==> config.mk <==
export PLATFORM = sky130hd
export DESIGN_NAME = multi_ch_clk_divider
export DESIGN_NICKNAME = d
export VERILOG_FILES = /design/src/rtl/multi_ch_clk_divider.sv
export SDC_FILE = /design/constraint.sdc
export NUM_CORES = 1
export LEC_CHECK = 0
export CAP_MARGIN = 20
export CELL_PAD_IN_SITES_DETAIL_PLACEMENT = 1
export CELL_PAD_IN_SITES_GLOBAL_PLACEMENT = 2
export CORE_ASPECT_RATIO = 0.7
export CORE_MARGIN = 5
export CORE_UTILIZATION = 40
export DETAILED_ROUTE_END_ITERATION = 10
export PLACE_DENSITY = 0.94
export SLEW_MARGIN = 20
export SYNTH_ARGS = -nofsm -noshare
export SYNTH_HDL_FRONTEND = slang
export SYNTH_SLANG_ARGS = --single-unit
==> constraint.sdc <==
create_clock -name clk_in -period 6.5 [get_ports clk_in]
set_clock_uncertainty 0.1 [all_clocks]
set_input_delay 0.975 -clock clk_in [delete_from_list [all_inputs] [get_ports clk_in]]
set_output_delay 0.975 -clock clk_in [all_outputs]
set_load 0.01 [all_outputs]
==> src/rtl/multi_ch_clk_divider.sv <==
// rtl/multi_ch_clk_divider.sv - NUM_CH programmable period/high-time clock dividers with ticks
// Config writes land in a pending pair that is promoted only at a period boundary, sync or while disabled.
module multi_ch_clk_divider #(
    parameter int NUM_CH   = 4,
    parameter int CNT_W    = 12,
    parameter int DEF_DIV  = 2,
    parameter int DEF_HIGH = 1,
    localparam int CH_W    = (NUM_CH > 1) ? $clog2(NUM_CH) : 1
) (
    input  logic              clk_in,
    input  logic              rst_n,
    input  logic [NUM_CH-1:0] en,
    input  logic              sync,
    input  logic              cfg_wr,
    input  logic [CH_W-1:0]   cfg_ch,
    input  logic [CNT_W-1:0]  cfg_div,
    input  logic [CNT_W-1:0]  cfg_high,
    output logic [NUM_CH-1:0] cfg_pending,
    output logic [NUM_CH-1:0] clk_out,
    output logic [NUM_CH-1:0] tick
);

    logic [CNT_W-1:0] cnt_q       [NUM_CH];
    logic [CNT_W-1:0] cnt_d       [NUM_CH];
    logic [CNT_W-1:0] act_div_q   [NUM_CH];
    logic [CNT_W-1:0] act_div_d   [NUM_CH];
    logic [CNT_W-1:0] act_high_q  [NUM_CH];
    logic [CNT_W-1:0] act_high_d  [NUM_CH];
    logic [CNT_W-1:0] pend_div_q  [NUM_CH];
    logic [CNT_W-1:0] pend_div_d  [NUM_CH];
    logic [CNT_W-1:0] pend_high_q [NUM_CH];
    logic [CNT_W-1:0] pend_high_d [NUM_CH];

    logic [NUM_CH-1:0] run_q;
    logic [NUM_CH-1:0] run_d;
    logic [NUM_CH-1:0] pending_d;
    logic [NUM_CH-1:0] clk_d;
    logic [NUM_CH-1:0] tick_d;
    logic [NUM_CH-1:0] wrap;
    logic [NUM_CH-1:0] restart;
    logic [NUM_CH-1:0] apply;
    logic [NUM_CH-1:0] wr_hit;

    logic [CNT_W-1:0] wr_div;

    // Periods below 2 would make the boundary compare underflow, so clamp at the write port.
    assign wr_div = (cfg_div < CNT_W'(2)) ? CNT_W'(2) : cfg_div;

    always_comb begin
        run_d     = run_q;
        pending_d = cfg_pending;
        clk_d     = '0;
        tick_d    = '0;
        wrap      = '0;
        restart   = '0;
        apply     = '0;
        wr_hit    = '0;
        for (int i = 0; i < NUM_CH; i++) begin
            cnt_d[i]       = cnt_q[i];
            act_div_d[i]   = act_div_q[i];
            act_high_d[i]  = act_high_q[i];
            pend_div_d[i]  = pend_div_q[i];
            pend_high_d[i] = pend_high_q[i];

            wr_hit[i]  = cfg_wr && (cfg_ch == CH_W'(i));
            wrap[i]    = run_q[i] && (cnt_q[i] == act_div_q[i] - CNT_W'(1));
            restart[i] = en[i] && (sync || !run_q[i]);
            // Promotion uses the pending state from before this edge, so a
            // write landing on a boundary waits for the next one.
            apply[i]   = cfg_pending[i] && (!en[i] || restart[i] || wrap[i]);

            if (apply[i]) begin
                act_div_d[i]  = pend_div_q[i];
                act_high_d[i] = pend_high_q[i];
                pending_d[i]  = 1'b0;
            end
            if (wr_hit[i]) begin
                pend_div_d[i]  = wr_div;
                pend_high_d[i] = cfg_high;
                pending_d[i]   = 1'b1;
            end

            if (!en[i]) begin
                run_d[i] = 1'b0;
                cnt_d[i] = '0;
            end else if (restart[i] || wrap[i]) begin
                run_d[i] = 1'b1;
                cnt_d[i] = '0;
            end else begin
                cnt_d[i] = cnt_q[i] + CNT_W'(1);
            end

            clk_d[i]  = run_d[i] && (cnt_d[i] < act_high_d[i]);
            tick_d[i] = run_d[i] && (cnt_d[i] == '0);
        end
    end

    always_ff @(posedge clk_in) begin
        if (!rst_n) begin
            for (int i = 0; i < NUM_CH; i++) begin
                cnt_q[i]       <= '0;
                act_div_q[i]   <= CNT_W'(DEF_DIV);
                act_high_q[i]  <= CNT_W'(DEF_HIGH);
                pend_div_q[i]  <= CNT_W'(DEF_DIV);
                pend_high_q[i] <= CNT_W'(DEF_HIGH);
            end
            run_q       <= '0;
            cfg_pending <= '0;
            clk_out     <= '0;
            tick        <= '0;
        end else begin
            for (int i = 0; i < NUM_CH; i++) begin
                cnt_q[i]       <= cnt_d[i];
                act_div_q[i]   <= act_div_d[i];
                act_high_q[i]  <= act_high_d[i];
                pend_div_q[i]  <= pend_div_d[i];
                pend_high_q[i] <= pend_high_d[i];
            end
            run_q       <= run_d;
            cfg_pending <= pending_d;
            clk_out     <= clk_d;
            tick        <= tick_d;
        end
    end

endmodule

After elaboration in Yosys (flattened, before gate mapping)
Memories as Yosys holds them, arrays and structs flattened. Cells that the tools add are included.

Register bits after elaboration: 16. RAM bits: 240. Output and inout bits: 12. Memories: 5.

Add/subtract/negate cells: 8. $lt $le $gt $ge: 5. Equality and inequality tests: 7. Multiplexer cells: 63. Bitwise logic cells: 20. Reductions and logical operators: 57.

Memories: act_div_q (words 4, width 12, rd ports 4, clocked after memory_dff 0, wr ports 4, RTL line 25) `logic [CNT_W-1:0] act_div_q [NUM_CH];`; act_high_q (words 4, width 12, rd ports 4, clocked after memory_dff 0, wr ports 4, RTL line 27) `logic [CNT_W-1:0] act_high_q [NUM_CH];`; cnt_q (words 4, width 12, rd ports 4, clocked after memory_dff 0, wr ports 4, RTL line 23) `logic [CNT_W-1:0] cnt_q [NUM_CH];`; pend_div_q (words 4, width 12, rd ports 4, clocked after memory_dff 0, wr ports 4, RTL line 29) `logic [CNT_W-1:0] pend_div_q [NUM_CH];`; pend_high_q (words 4, width 12, rd ports 4, clocked after memory_dff 0, wr ports 4, RTL line 31) `logic [CNT_W-1:0] pend_high_q [NUM_CH];`.

Operators by type and width (count): two-way mux 12 bit (45); adder 12 x 1 -> 12 bit, second input constant (4); == test 12 bit (4); logical NOT 12 bit (4); less-than comparator 12 bit (4); subtractor 12 x 1 -> 12 bit, second input constant (4); logical AND 1 bit (24); bitwise OR 1 bit (20); two-way mux 1 bit (18); logical OR 1 bit (16); less-than comparator 12 x 2 -> 1 bit, second input constant (1); logical NOT 1 bit (8); nonzero test 2 bit (4); == test 2 bit, second input constant (2); == test 2 x 1 -> 1 bit, second input constant (1); logical NOT 2 bit (1).

Logic depth before layout (Yosys ltp)
Depth in word-level cells: 9. Mapped depth: 20.

Worst setup path before layout
Ideal clock, no wire load.

Path kind: register -> register. From: mem act_div_q[0][3]. To: reg clk_out[0]. Setup time: 0.081 ns. Arrival time: 3.673 ns. Required time: 6.319 ns. Path slack: 2.647 ns. Stages on the path, launching flop included: 20. Clock period less this slack: 3.853 ns. Cell sequence: dfxtp_1 > buf_2 > or4_4 > or3_4 > a31oi_2 > nor2_1 > and4b_1 > buf_6 > or2_1 > buf_6 > buf_2 > nor2_1 > ha_1 > a21o_1 > a21o_1 > a21o_1 > a21o_1 > a21oi_1 > o21ai_0 > a41oi_1.

RTL lines: from (decl) (RTL line 25); to (signal assigned) (RTL line 121) `clk_out <= clk_d;`; to (decl) (RTL line 19) `output logic [NUM_CH-1:0] clk_out,`.

==> metrics.sh <==
DIE_WIDTH_UM=228
SYNTH_FLOP_CELL='dfxtp_1'
VDD.IR_DROP.WORST_mV=0.161
WORST_SETUP_PATH_START_KIND='flop'
HTREEDEPTH=1
PWR-SHARE-COMB_PCT=6.1
MAX_CLOCK_FREQ_MHz=218
CLOCK-ROOT-BUFFER='clkbuf_16'
WORST_SLEW_PIN_SLEW_PS=1090
CRITICAL_PATH.MAX_FANOUT=14
SYN-INSTANCE-COUNT=1648
REG2REG_DEPTH=17
GRT.TOTAL_USAGE_PCT=21.1
INITIALDRTVIOLATIONCOUNT=745
WORSTSETUPPATHTYPE='flop to flop'
HP-CLASS='flop to flop'
HOLD_PATH_DEPTH=2
POST-ROUTE-PERIOD-UTIL_PCT=70.7
LAYOUT.NETS=1709
ROUTED_VIA_DENSITY=5.75
FLIP_FLOP_AND_LATCH_COUNT_AFTER_SYNTHESIS=256
DESIGN_POWER_TOTAL_uW=3490
PLACEABLECOREAREA_MM2=0.0326
MAXIMUM_NUMBER_OF_PINS_ON_ONE_NET_BEFORE_GLOBAL_ROUTE_REPAIR=132
SYNTH_TOP_AREA_CELL='dfxtp_1'
FIN_TNS_SETUP_PS=0
CRITICAL_PATH.MAX_STAGE_DELAY_PS=660
INITIAL_UTILIZATION_PCT=40.8
CLOCK_LATENCY_PS=560
POST-CTS-SETUP-BUFFERS=0
SYNTHDOMINANTCELLAREASHARE_PCT=38.6
NUM-FILL-CELLS=3930
GRT_PASS1_WL_UM=65100
POST-ROUTE-DRC-COUNT=0
CRITICAL_PATH_ARRIVAL_PS=4960
FINAL_ANTENNA_NET_COUNT=0
NUM_IO_PINS=46
CRITICAL_PATH.TOP_DELAY_FAMILY='simple AND/OR/NAND/NOR gates'
SYNTH_TOP_CELLS_BY_COUNT='nand2_1, dfxtp_1, a21oi_1, nand3_1, clkbuf_1'
WIRELENGTH_UM=39900
CLOCK_POWER_SHARE_PCT=47.4
DIE-AREA_MM2=0.0370
END_KIND='flop'
BUFFER_PORTS.INSERTED=45
RUN_STATUS='finished, final reports clean'
ANTENNA_VIOLATIONS_BEFORE_REPAIR=0
SLEW-LIMIT-HEADROOM_PCT=27.3
SYNTH.LIB_CELLS_USED.DISTINCT=69
FINAL-SETUP-VIOL-COUNT=0
CP_MAX_DELAY_CELL='nand4_1'
CLK_PIN_SLEW_PS=70
CORE_UTIL_FINAL_PCT=45.6
AREA_GROWTH_SYN_TO_LAYOUT_PCT=11.8
FINAL_REPLACE_WEIGHTED_CONGESTION=0.842
MAX_CAP_VIOLATIONS=0
FINAL.HOLD.WORST_SLACK_PS=356
SYN_NETS=1734
CELL_AREA_AFTER_SYNTHESIS_MM2=0.0133
WORST_SLACK_PLACED_PS=1820
INTERNAL-POWER_uW=2660
SYNTH_ASYNC_SR_FLOP_SHARE_PCT=0
NUM_ROWS=55
P_SW_uW=828
NETLIST_TOP_CELLS_AREA='dfxtp_1, nand2_1, a21oi_1'
COUNT_OF_FLIP_FLOPS_WITH_A_BUILT_IN_ENABLE_AFTER_SYNTHESIS=0
CTS_TREE='yes'
SWITCHING_SHARE_PCT=23.7
LAYOUT_MIN_CYCLE_TIME_PS=4590
CRITICAL_PATH_BUF_INV_COUNT=1
DETAIL_ROUTE.FIRST_PASS.ITERATIONS=5
DIE_HEIGHT_UM=162
GRT_PASS1_VIAS=12100
MOST_USED_CELL_CP='a21o_1'
WORST_SLACK_PS=1910
ROUTEDWLPERCELL_UM=19.3
TOTAL_LEAKAGE_POWER_uW=0.00517
TIMING.CRITICAL_PATH.CELLS='inv_1 > ha_1 > xor2_1 > nand3_1 > or3_1 > nor4b_1 > nand4_1 > nand3_1 > and2_1 > ha_1 > a21o_1 > a21o_1 > a21o_1 > a21o_1 > a21oi_1 > o21ai_0 > a41oi_1'
YS_WARN_COUNT=0
ANTENNA_DIODE_COUNT=0
SYNTHMOSTINSTANTIATEDCELL='nand2_1'
ROUTE.VIAS.TOTAL=11900
HPWLAFTERDP_UM=28600
FINAL_MAX_SLEW_VIOL_COUNT=0
SYNTH.AVG_CELL_AREA_UM2=8.06
CLOCK-SINKS=256
GLOBAL_ROUTE.OVERFLOW_TOTAL=0
HOLD_BUFFERS=0
POSTCTS_RESIZE_CNT=0
P_SEQ_SHARE_PCT=46.5
RSZ0062_AT_GRT='false'
CTSLONGESTPATHBUFFERS=3
HOLD_VIOLATIONS_FINAL=0
CP_DATA_REQUIRED_TIME_PS=6870
SYNTH.YOSYS.SEQ_AREA_SHARE_PCT=38.6
FINAL_LAYOUT_SIZE_SUFFIX_GT1_SHARE_PCT=5.84
P_PER_AREA_mW_PER_MM2=235
NUMCTSBUFFERS=27
CRITICAL_PATH_CELL_COUNT=17
flip-flops by register name (all words and copies together), names as in the netlist:
name,count
act_div_q,48
act_high_q,48
cnt_q,48
pend_div_q,48
pend_high_q,48
cfg_pending,4
clk_out,4
run_q,4
tick,4
worst paths after layout:
kind,start,endpoint,slack [ps]
setup reg to reg,act_div_q[0][0],clk_out[0],1910
hold / removal,pend_div_q[2][7],pend_div_q[2][7],360
setup / recovery,act_div_q[0][0],clk_out[0],1910
hold reg to reg,pend_div_q[2][7],pend_div_q[2][7],360
power groups by stage:
stage               logic, uW  registers, uW  clock network, uW
floorplan                 125           1650                  0
global placement          205           1650                  0
detailed placement        211           1660                  0
CTS                       213           1620               1690
global route              231           1620               1760
finish                    213           1620               1650
final cells by class:
| cell class | instances | area, um^2 | area share (%) |
|---|---|---|---|
| repair buffers | 65 | 596 | 4.01 |
| flip-flops and latches | 256 | 5120 | 34.5 |
| well taps | 427 | 534 | 3.60 |
| multi-input cells | 1242 | 7530 | 50.7 |
| inverters | 31 | 121 | 0.818 |
| clock inverters | 11 | 158 | 1.06 |
| clock buffers | 38 | 777 | 5.23 |
cells in the final DEF (no fill, tap or decap), drive strengths merged, types with 18 or more instances in the layout:
cell type / Yosys / routed
clkdlybuf4s50: 0 / 44
nand3: 113 / 113
clkbuf: 89 / 38
nor3: 52 / 52
nand4: 24 / 24
o211ai: 81 / 81
a21oi: 179 / 179
dfxtp: 256 / 256
o21ai: 18 / 18
xnor2: 59 / 59
and2: 47 / 47
nor2: 85 / 85
xor2: 38 / 38
mux2i: 39 / 39
and3: 23 / 23
nand2: 274 / 274
buf: 30 / 21
ha: 52 / 52
inv: 31 / 31
cell families (layout without fill, tap and decap cells):
family | Yosys count | count (layout) | share of synthesized area, %
xor gates and xnor gates | 97 | 97 | 6.40
buffers and inverters | 150 | 145 | 4.75
adders and majority gates | 52 | 52 | 4.90
DFF | 256 | 256 | 38.6
muxes | 40 | 40 | 3.03
AOI/OAI and AO/OA | 355 | 355 | 16.6
and+or+nand+nor | 698 | 698 | 25.7
worst min-delay path: stages (launching register included):
cell	delay (ps)
dfxtp_1	310
nand2_1	50
a21oi_1	50
stage by stage:
stage	std cells	cell area [um^2]
global placement	2021	13900
global route	2070	14800
floorplan	1648	13300
CTS	2070	14800
detailed placement	2021	13900
finish	2070	14800
per-layer routing:
layer / up-vias / GRT usage, % / part of all wire [%]
li1: 5762 / - / -
met1: 5884 / 30.0 / 49
met2: 207 / 34.8 / 45
met3: 49 / 2.49 / 3.4
met4: 0 / 4.04 / 1.9
met5: - / 0 / 0
Note: power is estimated with default switching activity, not from simulation.
